[src/rtl/multi_drive_resolver_pkg.sv]
// -----------------------------------------------------------------------------
// mdr_pkg
// Shared types for the multi-driven-net resolver.
//
// Every net/driver bit carries its 4-state level as an explicit 2-bit code
// (lv_e). The resolver then behaves the same on 2-state and 4-state
// simulators and in synthesis, where real x/z values do not exist.
//
// Contents:
//   lv_e        : 4-state level code (0, 1, x, z)
//   mdr_mode_e  : net type (tri / wor / wand)
//   mdr_state_e : capture FSM states
//   lv_is_xz    : true for an x or z level
//   mode_dominant / mode_recessive : per-mode priority constants
// -----------------------------------------------------------------------------
package mdr_pkg;

  typedef enum logic [1:0] {
    LV_0 = 2'b00,
    LV_1 = 2'b01,
    LV_X = 2'b10,
    LV_Z = 2'b11
  } lv_e;

  typedef enum logic [1:0] {
    MDR_TRI  = 2'd0,
    MDR_WOR  = 2'd1,
    MDR_WAND = 2'd2
  } mdr_mode_e;

  typedef enum logic [1:0] {
    ST_IDLE    = 2'd0,
    ST_CAPTURE = 2'd1,
    ST_HOLD    = 2'd2
  } mdr_state_e;

  function automatic logic lv_is_xz(input lv_e v);
    return (v == LV_X) || (v == LV_Z);
  endfunction

  // Value that wins outright on a wired net (1 for wor, 0 for wand).
  function automatic lv_e mode_dominant(input mdr_mode_e m);
    return (m == MDR_WAND) ? LV_0 : LV_1;
  endfunction

  // Value that only shows when nothing stronger is present.
  function automatic lv_e mode_recessive(input mdr_mode_e m);
    return (m == MDR_WAND) ? LV_1 : LV_0;
  endfunction

endpackage

[src/rtl/multi_drive_resolver_if.sv]
// -----------------------------------------------------------------------------
// multi_drive_resolver_if
// Bus bundle between the driver side (master) and the resolver (slave).
//
//   drv_en       : per-driver enable; disabled drivers contribute z
//   drv_val      : per-driver 4-state values (lv_e codes)
//   sample_req   : capture request, level, held until ack seen
//   stat_clr     : single-cycle clear of conflict_cnt / xz_seen
//   sample_ack   : capture done, res_q valid
//   res_q        : captured resolved net value
//   conflict_q   : last capture had contention
//   xz_seen      : sticky, some capture contained x or z
//   conflict_cnt : saturating count of conflicting captures
// -----------------------------------------------------------------------------
interface multi_drive_resolver_if
  import mdr_pkg::*;
#(
  parameter int unsigned NUM_DRV = 4,
  parameter int unsigned WIDTH   = 8,
  parameter int unsigned CNT_W   = 16
) ();

  logic [NUM_DRV-1:0]            drv_en;
  lv_e  [NUM_DRV-1:0][WIDTH-1:0] drv_val;
  logic                          sample_req;
  logic                          stat_clr;
  logic                          sample_ack;
  lv_e  [WIDTH-1:0]              res_q;
  logic                          conflict_q;
  logic                          xz_seen;
  logic [CNT_W-1:0]              conflict_cnt;

  modport master (
    output drv_en, drv_val, sample_req, stat_clr,
    input  sample_ack, res_q, conflict_q, xz_seen, conflict_cnt
  );

  modport slave (
    input  drv_en, drv_val, sample_req, stat_clr,
    output sample_ack, res_q, conflict_q, xz_seen, conflict_cnt
  );

endinterface

[src/rtl/multi_drive_resolver_bit_resolve.sv]
// -----------------------------------------------------------------------------
// mdr_bit_resolve
// Resolves one bit position of the shared net from all drivers.
//
//   en_i       : per-driver enable
//   bit_i      : this bit from every driver
//   res_o      : resolved level under the selected net type
//   conflict_o : enabled drivers present both 0 and 1 on this bit
// -----------------------------------------------------------------------------
module mdr_bit_resolve
  import mdr_pkg::*;
#(
  parameter int unsigned NUM_DRV = 4,
  parameter int unsigned MODE    = 0
) (
  input  logic [NUM_DRV-1:0] en_i,
  input  lv_e  [NUM_DRV-1:0] bit_i,
  output lv_e                res_o,
  output logic               conflict_o
);

  localparam mdr_mode_e NET_MODE = mdr_mode_e'(MODE[1:0]);

  logic seen0, seen1, seenx;

  // Summarise the contributors; z and disabled drivers add nothing.
  always_comb begin
    seen0 = 1'b0;
    seen1 = 1'b0;
    seenx = 1'b0;
    for (int unsigned d = 0; d < NUM_DRV; d++) begin
      if (en_i[d]) begin
        case (bit_i[d])
          LV_0:    seen0 = 1'b1;
          LV_1:    seen1 = 1'b1;
          LV_X:    seenx = 1'b1;
          default: ;
        endcase
      end
    end
  end

  assign conflict_o = seen0 & seen1;

  always_comb begin
    res_o = LV_Z;
    if (NET_MODE == MDR_TRI) begin
      if (seenx || (seen0 && seen1)) res_o = LV_X;
      else if (seen1)                res_o = LV_1;
      else if (seen0)                res_o = LV_0;
    end else begin
      // wor and wand differ only in which level dominates.
      logic dom_seen, rec_seen;
      dom_seen = (NET_MODE == MDR_WAND) ? seen0 : seen1;
      rec_seen = (NET_MODE == MDR_WAND) ? seen1 : seen0;
      if (dom_seen)      res_o = mode_dominant(NET_MODE);
      else if (seenx)    res_o = LV_X;
      else if (rec_seen) res_o = mode_recessive(NET_MODE);
    end
  end

endmodule

[src/rtl/multi_drive_resolver.sv]
// -----------------------------------------------------------------------------
// multi_drive_resolver
// N 4-state drivers on one W-bit net, resolved per bit (tri/wor/wand),
// captured through a req/ack handshake with contention and x/z statistics,
// plus a registered toggle replacing the old self-inverting loop.
//
//   clk     : clock
//   rst     : synchronous active-high reset
//   bus     : slave side of multi_drive_resolver_if
//   loop_en : enable the registered inverter feedback
//   loop_q  : feedback register
//
// Handshake: req seen at edge t -> CAPTURE; edge t+1 latches the net into
// res_q; sample_ack is registered from the HOLD state so it rises after
// edge t+2 and falls one cycle after the FSM leaves HOLD.
// -----------------------------------------------------------------------------
module multi_drive_resolver
  import mdr_pkg::*;
#(
  parameter int unsigned NUM_DRV = 4,
  parameter int unsigned WIDTH   = 8,
  parameter int unsigned MODE    = 0,
  parameter int unsigned CNT_W   = 16
) (
  input  logic                   clk,
  input  logic                   rst,
  multi_drive_resolver_if.slave  bus,
  input  logic                   loop_en,
  output logic                   loop_q
);

  // Transposed view: one column of driver bits per net bit.
  lv_e  [NUM_DRV-1:0] col_w [WIDTH];
  lv_e  [WIDTH-1:0]   res_w;
  logic [WIDTH-1:0]   bit_conf_w;
  logic               conflict_w;
  logic               any_xz_w;

  always_comb begin
    for (int unsigned b = 0; b < WIDTH; b++) begin
      for (int unsigned d = 0; d < NUM_DRV; d++) begin
        col_w[b][d] = bus.drv_val[d][b];
      end
    end
  end

  for (genvar b = 0; b < WIDTH; b++) begin : g_bit
    mdr_bit_resolve #(
      .NUM_DRV (NUM_DRV),
      .MODE    (MODE)
    ) u_resolve (
      .en_i       (bus.drv_en),
      .bit_i      (col_w[b]),
      .res_o      (res_w[b]),
      .conflict_o (bit_conf_w[b])
    );
  end

  assign conflict_w = |bit_conf_w;

  always_comb begin
    any_xz_w = 1'b0;
    for (int unsigned b = 0; b < WIDTH; b++) begin
      if (lv_is_xz(res_w[b])) any_xz_w = 1'b1;
    end
  end

  mdr_state_e       state_q;
  logic             ack_q;
  lv_e  [WIDTH-1:0] cap_res_q;
  logic             cap_conf_q;
  logic [CNT_W-1:0] cnt_q, cnt_d;
  logic             xz_q, xz_d;
  logic             loop_fb_q;

  // Statistics next-state; a clear discards a coincident capture event.
  always_comb begin
    cnt_d = cnt_q;
    xz_d  = xz_q;
    if (bus.stat_clr) begin
      cnt_d = '0;
      xz_d  = 1'b0;
    end else if (state_q == ST_CAPTURE) begin
      if (conflict_w && (cnt_q != '1)) cnt_d = cnt_q + CNT_W'(1);
      if (any_xz_w) xz_d = 1'b1;
    end
  end

  always_ff @(posedge clk) begin
    if (rst) begin
      state_q    <= ST_IDLE;
      ack_q      <= 1'b0;
      cap_conf_q <= 1'b0;
      cnt_q      <= '0;
      xz_q       <= 1'b0;
      for (int unsigned b = 0; b < WIDTH; b++) begin
        cap_res_q[b] <= LV_0;
      end
    end else begin
      cnt_q <= cnt_d;
      xz_q  <= xz_d;
      ack_q <= (state_q == ST_HOLD);
      case (state_q)
        ST_IDLE: begin
          if (bus.sample_req) state_q <= ST_CAPTURE;
        end
        ST_CAPTURE: begin
          cap_res_q  <= res_w;
          cap_conf_q <= conflict_w;
          state_q    <= ST_HOLD;
        end
        ST_HOLD: begin
          if (!bus.sample_req) state_q <= ST_IDLE;
        end
        default: state_q <= ST_IDLE;
      endcase
    end
  end

  always_ff @(posedge clk) begin
    if (rst)          loop_fb_q <= 1'b0;
    else if (loop_en) loop_fb_q <= ~loop_fb_q;
  end

  assign bus.sample_ack   = ack_q;
  assign bus.res_q        = cap_res_q;
  assign bus.conflict_q   = cap_conf_q;
  assign bus.xz_seen      = xz_q;
  assign bus.conflict_cnt = cnt_q;
  assign loop_q           = loop_fb_q;

endmodule

[src/flat_wrapper.sv]
// flat-port wrapper written by rule: the top's interface ports become plain ports
module multi_drive_resolver_flat import mdr_pkg::*;
#(
  parameter int unsigned NUM_DRV = 4,
  parameter int unsigned WIDTH   = 8,
  parameter int unsigned MODE    = 0,
  parameter int unsigned CNT_W   = 16
)
  (clk, rst, loop_en, loop_q, bus_drv_en, bus_drv_val, bus_sample_req, bus_stat_clr, bus_sample_ack, bus_res_q, bus_conflict_q, bus_xz_seen, bus_conflict_cnt);
  multi_drive_resolver_if #(.NUM_DRV(NUM_DRV), .WIDTH(WIDTH), .CNT_W(CNT_W)) bus_i ();
  input  logic clk;
  input  logic rst;
  input  logic loop_en;
  output logic loop_q;
  input wire logic [$bits(bus_i.drv_en)-1:0] bus_drv_en;
  input wire logic [$bits(bus_i.drv_val)-1:0] bus_drv_val;
  input wire logic [$bits(bus_i.sample_req)-1:0] bus_sample_req;
  input wire logic [$bits(bus_i.stat_clr)-1:0] bus_stat_clr;
  output wire logic [$bits(bus_i.sample_ack)-1:0] bus_sample_ack;
  output wire logic [$bits(bus_i.res_q)-1:0] bus_res_q;
  output wire logic [$bits(bus_i.conflict_q)-1:0] bus_conflict_q;
  output wire logic [$bits(bus_i.xz_seen)-1:0] bus_xz_seen;
  output wire logic [$bits(bus_i.conflict_cnt)-1:0] bus_conflict_cnt;
  assign bus_i.drv_en = bus_drv_en;
  assign bus_i.drv_val = bus_drv_val;
  assign bus_i.sample_req = bus_sample_req;
  assign bus_i.stat_clr = bus_stat_clr;
  assign bus_sample_ack = bus_i.sample_ack;
  assign bus_res_q = bus_i.res_q;
  assign bus_conflict_q = bus_i.conflict_q;
  assign bus_xz_seen = bus_i.xz_seen;
  assign bus_conflict_cnt = bus_i.conflict_cnt;
  multi_drive_resolver #(.NUM_DRV(NUM_DRV), .WIDTH(WIDTH), .MODE(MODE), .CNT_W(CNT_W)) u_core (.clk(clk), .rst(rst), .bus(bus_i), .loop_en(loop_en), .loop_q(loop_q));
endmodule
[config.mk]
export PLATFORM = sky130hd
export DESIGN_NAME = multi_drive_resolver_flat
export DESIGN_NICKNAME = d
export VERILOG_FILES = /design/src/rtl/multi_drive_resolver_pkg.sv /design/src/rtl/multi_drive_resolver_if.sv /design/src/rtl/multi_drive_resolver_bit_resolve.sv /design/src/rtl/multi_drive_resolver.sv /design/src/flat_wrapper.sv
export SDC_FILE = /design/constraint.sdc
export NUM_CORES = 1
export LEC_CHECK = 0
export CAP_MARGIN = 20
export CELL_PAD_IN_SITES_DETAIL_PLACEMENT = 0
export CELL_PAD_IN_SITES_GLOBAL_PLACEMENT = 2
export CORE_AREA = 2 2 111 113
export CTS_CLUSTER_DIAMETER = 60
export DETAILED_ROUTE_END_ITERATION = 10
export DIE_AREA = 0 0 113 115
export GPL_ROUTABILITY_DRIVEN = 1
export PLACE_DENSITY = 0.85
export SLEW_MARGIN = 25
export SYNTH_ARGS = -nofsm -noshare
export SYNTH_HDL_FRONTEND = slang
export SYNTH_SLANG_ARGS = --single-unit
[constraint.sdc]
create_clock -name clk -period 2.96 [get_ports clk]
set_input_delay 0.592 -clock clk [delete_from_list [all_inputs] [get_ports clk]]
set_output_delay 0.592 -clock clk [all_outputs]
set_load 0.02 [all_outputs]
==> run metrics, run 1 <==
sequential fraction of the synthesis area 27.3%; layout cells sized above 1 17.6%; post-synthesis instance area 0.00279 sq mm; Reg2Reg Setup Slack 0.67 ns; # IOs 109; Total GRT Usage 14.1%; Max Cap Viol 0; post-DP HPWL 7660 um; Worst Path Required 3.11 ns; Final Non-Filler Cells 676; P_leak 1.72 nW; GRT Residual Overflow 0; startpoint types input pin; setup ws final 0.149 ns; number of diodes 0; most frequent cell after synthesis dfxtp_1; crit path DAT 2.96 ns; Synth async-reset ratio 0%; number of flops mapped to enable cells by yosys 0; Clock Latency Late Sink 0.28 ns; violated checks DRC; Rel. slew slack 42.3%; Inst Count DP 663; Hold-fix buffers, CTS 0; synth warn 0; Die Y-Extent 115 um; die area 0.0130 sq mm; run status finished, violations left; crit-path max FO 8; number of global-route vias before repair 3141; Post-Syn Instances 366; initial core utilization 23.6%; Hold Path Class flip-flop to flip-flop; clock root cell clkbuf_16; power density over the cells 339 mW/mm^2; most frequent cells after synthesis dfxtp_1 (38), nand2_1 (36), nand3b_1 (34); DRC viols 6; Worst Hold Margin 0.450 ns; Core ar. 0.0118 sq mm; Hold EP u_core.bus.res_q[12]$_SDFFE_PP0P_; clock sink count 38; VDD IR max 0.000194 V; ys flop type dfxtp_1; CTS Buf Count 5; fillers 1216; die width 113 um; post-route minimum period 2.81 ns; FP Rows 40; post-place setup slack -0.358 ns; Synth cell types 53; Power Total 1.58 mW; Area growth syn-to-layout 67.4%; Worst-Margin Slew 0.862 ns; pin count of the biggest net entering global routing 24; Final #Nets 603; Crit Path Class input pin to flip-flop; Clock transition at path regs 0.06 ns; Hold Crit Start u_core.bus.res_q[12]$_SDFFE_PP0P_; fmax 356 MHz; Total Wirelength 9720 um; Final Hold Fails 0; GP Congestion 0.786; H-tree Lvls 2; Post-Syn Nets 440; skew final 0.00276 ns; initial antenna violation count 0; first-pass GRT wire length 15000 um; Period Utilization, post-route 95.0%; final setup fails 0; worst reg2reg path depth 8; Hold Crit Depth 2; Avg Vias per Cell 4.91; Synth area leader dfxtp_1; worst r2r src u_core.bus.conflict_cnt[7]$_SDFFE_PP0P_; post-route ant nets 0; CTS tree built; RSZ-0062 raised after global routing false; DRT iter0 DRCs 149; RR Endpoint u_core.bus.conflict_cnt[15]$_SDFFE_PP0P_; PortBufs 108; Final TNS setup 0 ns; Pins Over Slew Limit 0; dpl cell area 0.00442 sq mm; Synth area leaders dfxtp_1 (27%), nand3b_1 (9.1%), nor3b_1 (7.0%), nand2_1 (4.8%), nor2_1 (4.4%); Final Instance Area 0.00467 sq mm; Final Util 39.5%; Synth top area share 27.3%; Sequential cell area 761 sq um; Clock Path Buffers 2; multi-input logic area 0.00193 sq mm; routed via count 3319; FF+latch count, synth 38; drt wl/cell 14.4 um; syn avg cell area 7.62 sq um; drt first pass iters 9; CP Capture Type flip-flop
[final cells by class]
class                           count  share of cell area, %
Clock buffer                        6                   2.76
Clock inverter                      1                  0.161
Inverter                            9                  0.723
Multi-Input combinational cell    301                   41.3
Sequential cell                    38                   16.3
Tap cell                          147                   3.94
Timing Repair Buffer              174                   34.8
[layer usage]
layer	wire length [um]	track usage, %
met1	4470	18.9
met2	4510	23.4
met3	619	2.53
met4	121	3.82
met5	0	0
[cells by family after synthesis]
logic type               after synthesis  synth area share [%]
flip-flops                            38                  27.3
multiplexers                           3                  1.12
adder cells (fa/ha/maj)                1                 0.448
buffers and inverters                 27                  4.89
AND/OR/NAND/NOR                      210                  45.0
XOR/XNOR                               7                  2.20
AO/OA/AOI/OAI                         80                  19.1
[critical path, stage by stage]
cell and delay (ns):
clkdlybuf4s50_1 0.47, nand2b_1 0.15, o22ai_1 0.10, or2_4 0.23, a22o_1 0.20, or4_4 0.57
o21ai_4 0.28, clkbuf_16 0.20, or3_1 0.10, a21oi_1 0.05
[registers in the layout (all words and copies together) (netlist names)]
signal and cells:
u_core.bus.conflict_cnt 16, u_core.bus.res_q 16, u_core.bus.xz_seen 1, u_core.bus.sample_ack 1, u_core.bus.conflict_q 1, u_core.loop_q 1
u_core.state_q 2
[layout by cell type, fill, tap and decap left out, types with 5 or more instances in the layout]
cell type	synthesis	routed
or3_1	8	8
buf_4	1	58
nand4_1	5	5
o31ai_1	8	8
nand2_1	36	36
a311oi_1	6	6
nand3b_1	34	34
nor3_1	8	8
nand3_1	14	13
and3b_1	5	5
nand2b_1	7	7
o21ai_1	8	7
a211oi_1	5	5
nor2_1	33	33
a21oi_1	22	22
or4_1	8	8
nor3b_1	26	26
clkbuf_16	0	6
clkdlybuf4s50_1	0	102
o21ai_0	10	10
buf_6	3	5
dfxtp_1	38	38
inv_1	9	9
[power by group]
part	leakage, nW	internal (mW)	switching, mW
Sequential	0.309	0.531	0.0138
Clock	0.0629	0.308	0.205
Combinational	1.35	0.290	0.235
Total	1.72	1.13	0.454
[how the worst max path moves through the flow]
| stage | cells past startpoint | slack [ns] | startpoint | end |
|---|---|---|---|---|
| 2_1_floorplan | 10 | 0.31 | bus_drv_en[3] | u_core.bus.conflict_cnt[0]$_SDFFE_PP0P_ |
| 3_3_place_gp | 10 | -0.30 | bus_drv_en[1] | u_core.bus.conflict_cnt[14]$_SDFFE_PP0P_ |
| 3_5_place_dp | 10 | -0.36 | bus_drv_en[1] | u_core.bus.conflict_cnt[15]$_SDFFE_PP0P_ |
| 4_1_cts | 11 | 0.001 | bus_drv_en[2] | u_core.bus.conflict_cnt[15]$_SDFFE_PP0P_ |
| 5_1_grt | 10 | 0.03 | bus_drv_val[41] | u_core.bus.conflict_cnt[6]$_SDFFE_PP0P_ |
| 6_report | 10 | 0.15 | bus_drv_val[53] | u_core.bus.conflict_cnt[6]$_SDFFE_PP0P_ |
[repair_timing]
action / 4_1_cts / 5_1_grt
cloned: 0 / 2
endpoints found under the setup margin: 13 / 15
buffers inserted: 0 / 4
pin swaps: 0 / 10
resized for setup: 2 / 21
(Power assumes the default switching activity.)
==> inputs of run 2 (changes only) <==
--- a/config.mk
+++ b/config.mk
@@ -8,13 +8,14 @@
 export CAP_MARGIN = 20
 export CELL_PAD_IN_SITES_DETAIL_PLACEMENT = 0
 export CELL_PAD_IN_SITES_GLOBAL_PLACEMENT = 2
-export CORE_AREA = 2 2 111 113
+export CORE_AREA = 2 2 134 97
 export CTS_CLUSTER_DIAMETER = 60
 export DETAILED_ROUTE_END_ITERATION = 10
-export DIE_AREA = 0 0 113 115
+export DIE_AREA = 0 0 136 99
 export GPL_ROUTABILITY_DRIVEN = 1
-export PLACE_DENSITY = 0.85
+export PLACE_DENSITY = 0.86
 export SLEW_MARGIN = 25
 export SYNTH_ARGS = -nofsm -noshare
 export SYNTH_HDL_FRONTEND = slang
+export SYNTH_HIERARCHICAL = 1
 export SYNTH_SLANG_ARGS = --single-unit
==> run metrics, run 2 <==
CTS tree built (unchanged); PortBufs 108 (unchanged); initial antenna violation count 0 (unchanged); crit path max-delay cell type clkdlybuf4s50_1 (was or4_4); Synth top area share 24.4% (was 27.3%); Inst Count DP 690 (was 663); mux share of post-synthesis cell area 0% (was 1.12%); clock sink count 38 (unchanged); commonest non-fill, non-tap cell in the layout clkdlybuf4s50_1 (unchanged); most frequent cells in the layout clkdlybuf4s50_1 (108), nand2_1 (56), buf_4 (45) (was clkdlybuf4s50_1 (102), buf_4 (58), dfxtp_1 (38)); Hold-fix buffers, CTS 0 (unchanged); ys flop type dfxtp_1 (unchanged); Total GRT Usage 14.2% (was 14.1%); die area 0.0135 sq mm (was 0.0130 sq mm); Clock Path Buffers 2 (unchanged); Worst Path Required 3.10 ns (was 3.11 ns); NetSw 0.458 mW (was 0.454 mW); Sw Ratio 27.2% (was 28.7%); Synth cell types 43 (was 53); CP Capture Type flip-flop (unchanged); post-route ant nets 0 (unchanged); Worst-Margin Slew 0.785 ns (was 0.862 ns); clock network power share 35.3% (was 32.4%); combinational share of power 32.4% (was 33.2%); Synth async-reset ratio 0% (unchanged); P_leak 1.91 nW (was 1.72 nW); crit path DAT 3.06 ns (was 2.96 ns); final setup fails 0 (unchanged); post-CTS sizing 0 (was 2); Crit path max-delay family compound AO/OA/AOI/OAI gates (was simple AND/OR/NAND/NOR gates); share of power burned in registers 32.3% (was 34.4%); Final #Nets 609 (was 603); Internal 1.23 mW (was 1.13 mW); Clock Latency Late Sink 0.27 ns (was 0.28 ns); drt first pass iters 4 (was 9); post-synthesis instance area 0.00312 sq mm (was 0.00279 sq mm); CTS Buf Count 5 (unchanged); number of global-route vias before repair 3252 (was 3141); first-pass GRT wire length 15500 um (was 15000 um); initial core utilization 25.7% (was 23.6%); adder-cell share of the synthesized area 0.401% (was 0.448%); DRC viols 0 (was 6); Area growth syn-to-layout 58.2% (was 67.4%); sequential fraction of the synthesis area 24.4% (was 27.3%); number of flops mapped to enable cells by yosys 0 (unchanged); setup ws final 0.0401 ns (was 0.149 ns); Avg Vias per Cell 4.67 (was 4.91); run status finished, final reports clean (was finished, violations left); largest family of logic cells by synthesized area simple AND/OR/NAND/NOR gates (unchanged); Rel. slew slack 47.7% (was 42.3%); pin count of the biggest net entering global routing 20 (was 24); FP Rows 34 (was 40); clock root cell clkbuf_16 (unchanged); postcts setup bufs 0 (unchanged); Hold Path Class flip-flop to flip-flop (unchanged); skew final 0.00492 ns (was 0.00276 ns); post-route minimum period 2.92 ns (was 2.81 ns); cell mode on critical path buf_12; Post-Syn Instances 382 (was 366); Final Non-Filler Cells 698 (was 676); crit-path max FO 15 (was 8); routed via count 3263 (was 3319); # IOs 109 (unchanged); drt wl/cell 13.9 um (was 14.4 um); VDD IR max 0.000223 V (was 0.000194 V); FF+latch count, synth 38 (unchanged); Synth area leader dfxtp_1 (unchanged); Crit Path Class input pin to flip-flop (unchanged); die width 136 um (was 113 um); RSZ-0062 raised after global routing false (unchanged); H-tree Lvls 2 (unchanged); power density over the cells 341 mW/mm^2 (was 339 mW/mm^2); slowest stage delay, CP 0.55 ns (was 0.57 ns); Post-Syn Nets 456 (was 440); crit-path cells clkdlybuf4s50_1 -> buf_12 -> nand2b_4 -> o22a_4 -> a21oi_1 -> or4_1 -> o21ai_4 -> buf_12 -> or2_4 -> o311ai_1 -> o41ai_1 (was clkdlybuf4s50_1 -> nand2b_1 -> o22ai_1 -> or2_4 -> a22o_1 -> or4_4 -> o21ai_4 -> clkbuf_16 -> or3_1 -> a21oi_1); Pins Over Slew Limit 0 (unchanged); GRT Residual Overflow 0 (unchanged); synth warn 6 (was 0); Synth area leaders dfxtp_1 (24%), nand2b_4 (7.1%), nand2_1 (6.7%), a21oi_1 (4.5%), o22a_4 (4.5%) (was dfxtp_1 (27%), nand3b_1 (9.1%), nor3b_1 (7.0%), nand2_1 (4.8%), nor2_1 (4.4%)); syn avg cell area 8.17 sq um (was 7.62 sq um); startpoint types input pin (unchanged); GP Congestion 0.776 (was 0.786); post-DP HPWL 7860 um (was 7660 um); Die Y-Extent 99 um (was 115 um); Synth Area in Simple Gates 36.4% (was 45.0%); fillers 1220 (was 1216); Post-Synth XOR/XNOR Area 3.93% (was 2.20%); Period Utilization, post-route 98.6% (was 95.0%); most frequent cells after synthesis nand2_1 (56), dfxtp_1 (38), inv_1 (32) (was dfxtp_1 (38), nand2_1 (36), nand3b_1 (34)); post-place setup slack -0.178 ns (was -0.358 ns); Core ar. 0.0122 sq mm (was 0.0118 sq mm); compound-cell area share of the yosys netlist 28.9% (was 19.1%); Clock transition at path regs 0.06 ns (about the same); Total Wirelength 9700 um (was 9720 um); most frequent cell after synthesis nand2_1 (was dfxtp_1); number of diodes 0 (unchanged); Crit path buffers/inverters 3 (was 2); DRT iter0 DRCs 83 (was 149); Final Hold Fails 0 (unchanged); fmax 342 MHz (was 356 MHz); Max Cap Viol 0 (unchanged); layout cells sized above 1 22.4% (was 17.6%)
-- run 2: layer usage --
layer / GRT usage [%] / share of wire, % / up-vias
met1: 19.7 / 50 / 1512
met5: 0 / 0 / -
li1: - / - / 1669
met3: 2.01 / 4.6 / 2
met2: 23.7 / 45 / 80
met4: 2.16 / 0.37 / 0
-- run 2: metrics by stage --
stage	util, %	TNS, ns	area [sq um]	power [mW]	hold slack, ns
finish	40.6	0	4940	1.69	0.459
floorplan	-	0	3120	0.812	0.448
global route	40.6	0	4940	1.77	0.480
CTS	40.6	0	4940	1.70	0.462
detailed placement	39.3	-1.61	4780	1.10	0.454
global placement	39.3	-1.22	4780	1.09	0.443
-- run 2: path summary, 6_finish.rpt --
kind	start	to	slack, ns	depth (start not counted)
worst max-delay path	bus_drv_en[2]	u_core/bus.conflict_cnt[13]$_SDFFE_PP0P_	0.04	11
worst min-delay path	u_core/bus.res_q[15]$_SDFFE_PP0P_	u_core/bus.res_q[15]$_SDFFE_PP0P_	0.46	2
worst max register to register	u_core/bus.conflict_cnt[0]$_SDFFE_PP0P_	u_core/bus.conflict_cnt[13]$_SDFFE_PP0P_	0.95	6
worst min register to register	u_core/bus.res_q[15]$_SDFFE_PP0P_	u_core/bus.res_q[15]$_SDFFE_PP0P_	0.46	2
-- run 2: final cells by class --
| cell class | instances | area (sq um) | share of cell area [%] |
|---|---|---|---|
| tap | 162 | 203 | 4.10 |
| clock buffer | 7 | 133 | 2.68 |
| clock inverter | 1 | 30.0 | 0.608 |
| timing repair buffer | 158 | 1520 | 30.7 |
| inverter | 32 | 120 | 2.43 |
| sequential | 38 | 761 | 15.4 |
| multi-input combinational | 300 | 2170 | 44.0 |
-- run 2: cell families after synthesis --
family	Yosys count
and+or+nand+nor	180
buffers and inverters	44
DFF	38
adders and majority gates	1
xor gates and xnor gates	14
AOI/OAI and AO/OA	105
-- run 2: worst min-delay path, stage by stage (launching register included) --
cell	delay [ns]
dfxtp_1	0.31
nand2_1	0.05
a21oi_1	0.05
-- run 2: power by group through the flow --
stage	clock network, mW	logic (mW)	registers [mW]
final	0.595	0.546	0.545
after global placement	0	0.534	0.557
after global routing	0.635	0.589	0.548
after floorplan	0	0.239	0.573
after detailed placement	0	0.545	0.557
after CTS	0.611	0.548	0.546
==> inputs of run 3 (changes only) <==
--- a/config.mk
+++ b/config.mk
@@ -9,6 +9,7 @@
 export CELL_PAD_IN_SITES_DETAIL_PLACEMENT = 0
 export CELL_PAD_IN_SITES_GLOBAL_PLACEMENT = 2
 export CORE_AREA = 2 2 134 97
+export CTS_BUF_LIST = sky130_fd_sc_hd__clkbuf_8
 export CTS_CLUSTER_DIAMETER = 60
 export DETAILED_ROUTE_END_ITERATION = 10
 export DIE_AREA = 0 0 136 99
==> run metrics, run 3 (synthesis gave the netlist of run 2 again) <==
fillers 1225 (was 1220); Die Y-Extent 99 um (unchanged); Final TNS setup 0 ns (unchanged); busiest layer in global routing met2 (unchanged); pin count of the biggest net entering global routing 20 (unchanged); post-route minimum period 2.89 ns (was 2.92 ns); post-DP HPWL 7860 um (unchanged); Sequential cell area 761 sq um (unchanged); Clock Path Buffers 2 (unchanged); met3 capacity usage during global routing 2.01% (unchanged); Rel. slew slack 47.7% (about the same); GRT Residual Overflow 0 (unchanged); Hold EP u_core/bus.res_q[15]$_SDFFE_PP0P_ (unchanged); multi-input logic area 0.00217 sq mm (unchanged); combinational share of power 36.0% (was 32.4%); Final Hold Fails 0 (unchanged); GP Congestion 0.776 (unchanged); Max Cap Viol 0 (unchanged); clock sink count 38 (unchanged); die width 136 um (unchanged); crit-path max FO 15 (unchanged); Hold Crit Start u_core/bus.res_q[15]$_SDFFE_PP0P_ (unchanged); initial core utilization 25.7% (unchanged); fmax 346 MHz (was 342 MHz); drt first pass iters 4 (unchanged); number of global-route vias before repair 3249 (was 3252); drt wl/cell 13.9 um (about the same); Pins Over Slew Limit 0 (unchanged); setup ws final 0.0668 ns (was 0.0401 ns); Inst Count DP 690 (unchanged); Period Utilization, post-route 97.7% (was 98.6%); CP Capture Type flip-flop (unchanged); dpl cell area 0.00478 sq mm (unchanged); VDD IR max 0.000159 V (was 0.000223 V); P_leak 1.89 nW (was 1.91 nW); share of power burned in registers 35.9% (was 32.3%); Worst-Margin Slew 0.784 ns (was 0.785 ns); Final #Nets 609 (unchanged); Total Wirelength 9700 um (about the same); startpoint types input pin (unchanged); Final Non-Filler Cells 698 (unchanged); Internal 1.08 mW (was 1.23 mW); die area 0.0135 sq mm (unchanged); RR Endpoint u_core/bus.conflict_cnt[13]$_SDFFE_PP0P_ (unchanged); worst reg2reg path depth 6 (unchanged); skew final 0.00799 ns (was 0.00492 ns); Area growth syn-to-layout 56.4% (was 58.2%); Hold Crit Depth 2 (unchanged); crit path DAT 3.05 ns (was 3.06 ns); postcts setup bufs 0 (unchanged); Crit Path Class input pin to flip-flop (unchanged); Final Instance Area 0.00488 sq mm (was 0.00494 sq mm); met1 usage 19.7% (unchanged); run status finished, final reports clean (unchanged); final setup fails 0 (unchanged); Worst Path Required 3.12 ns (was 3.10 ns); power density over the cells 311 mW/mm^2 (was 341 mW/mm^2); Clock transition at path regs 0.08 ns (was 0.06 ns); NetSw 0.442 mW (was 0.458 mW); layout cells sized above 1 22.4% (unchanged); Hold-fix buffers, CTS 0 (unchanged); H-tree Lvls 2 (unchanged); clock network power share 28.1% (was 35.3%); # IOs 109 (unchanged); number of diodes 0 (unchanged); clock root cell clkbuf_8 (was clkbuf_16); DRC viols 0 (unchanged); first-pass GRT wire length 15500 um (about the same); Hold Path Class flip-flop to flip-flop (unchanged); Reg2Reg Setup Slack 0.95 ns (about the same); Sw Ratio 29.1% (was 27.2%); Avg Vias per Cell 4.65 (was 4.67); DRT iter0 DRCs 105 (was 83); routed via count 3247 (was 3263); post-CTS sizing 0 (unchanged); Core ar. 0.0122 sq mm (unchanged); RSZ-0062 raised after global routing false (unchanged); post-route ant nets 0 (unchanged); FP Rows 34 (unchanged); commonest non-fill, non-tap cell in the layout clkdlybuf4s50_1 (unchanged); most frequent cells in the layout clkdlybuf4s50_1 (108), nand2_1 (56), buf_4 (45) (unchanged); PortBufs 108 (unchanged); worst r2r src u_core/bus.conflict_cnt[0]$_SDFFE_PP0P_ (unchanged); post-place setup slack -0.178 ns (unchanged); initial antenna violation count 0 (unchanged); GRT met2 Usage 23.5% (was 23.7%); Power Total 1.52 mW (was 1.69 mW); Clock Latency Late Sink 0.28 ns (was 0.27 ns); CTS tree built (unchanged); Total GRT Usage 14.1% (was 14.2%); CTS Buf Count 5 (unchanged)
==> run 3: final cells by class <==
class,count,share of cell area (%)
flip-flops and latches,38,15.6
clock buffers,5,1.41
inverters,32,2.46
repair buffers,158,31.1
multi-input cells,300,44.5
well taps,162,4.15
clock inverters,3,0.769
==> run 3: worst max-delay path: stages <==
cell,delay (ns)
clkdlybuf4s50_1,0.55
buf_12,0.19
nand2b_4,0.07
o22a_4,0.21
a21oi_1,0.21
or4_1,0.24
o21ai_4,0.08
buf_12,0.16
or2_4,0.27
o311ai_1,0.32
o41ai_1,0.14
==> run 3: power groups by stage <==
stage	registers, mW	logic (mW)	clock network, mW
6_report	0.545	0.545	0.427
5_1_grt	0.547	0.588	0.465
4_1_cts	0.545	0.548	0.443
3_5_place_dp	0.557	0.545	0
3_3_place_gp	0.557	0.534	0
2_1_floorplan	0.573	0.239	0
==> run 3: layer usage <==
metal | part of all wire, % | vias up
met3 | 4.3 | 2
met4 | 0.37 | 0
met1 | 51 | 1497
li1 | - | 1667
met5 | 0 | -
met2 | 45 | 81
==> run 3: how the worst max path moves through the flow <==
stage | startpoint | end | slack, ns | cells after the start
final | bus_drv_en[2] | u_core/bus.conflict_cnt[13]$_SDFFE_PP0P_ | 0.07 | 11
after detailed placement | bus_drv_en[2] | u_core/bus.conflict_cnt[13]$_SDFFE_PP0P_ | -0.18 | 11
after CTS | bus_drv_en[2] | u_core/bus.conflict_cnt[13]$_SDFFE_PP0P_ | 0.12 | 11
after floorplan | bus_drv_en[0] | u_core/bus.conflict_cnt[9]$_SDFFE_PP0P_ | 0.58 | 9
after global routing | bus_drv_en[2] | u_core/bus.conflict_cnt[13]$_SDFFE_PP0P_ | 0.04 | 12
after global placement | bus_drv_en[0] | u_core/bus.conflict_cnt[13]$_SDFFE_PP0P_ | -0.12 | 11
==> run 3: through the flow <==
stage | util [%] | hold slack, ns
2_1_floorplan | - | 0.448
3_3_place_gp | 39.3 | 0.443
3_5_place_dp | 39.3 | 0.454
4_1_cts | 40.1 | 0.465
5_1_grt | 40.1 | 0.484
6_report | 40.1 | 0.462
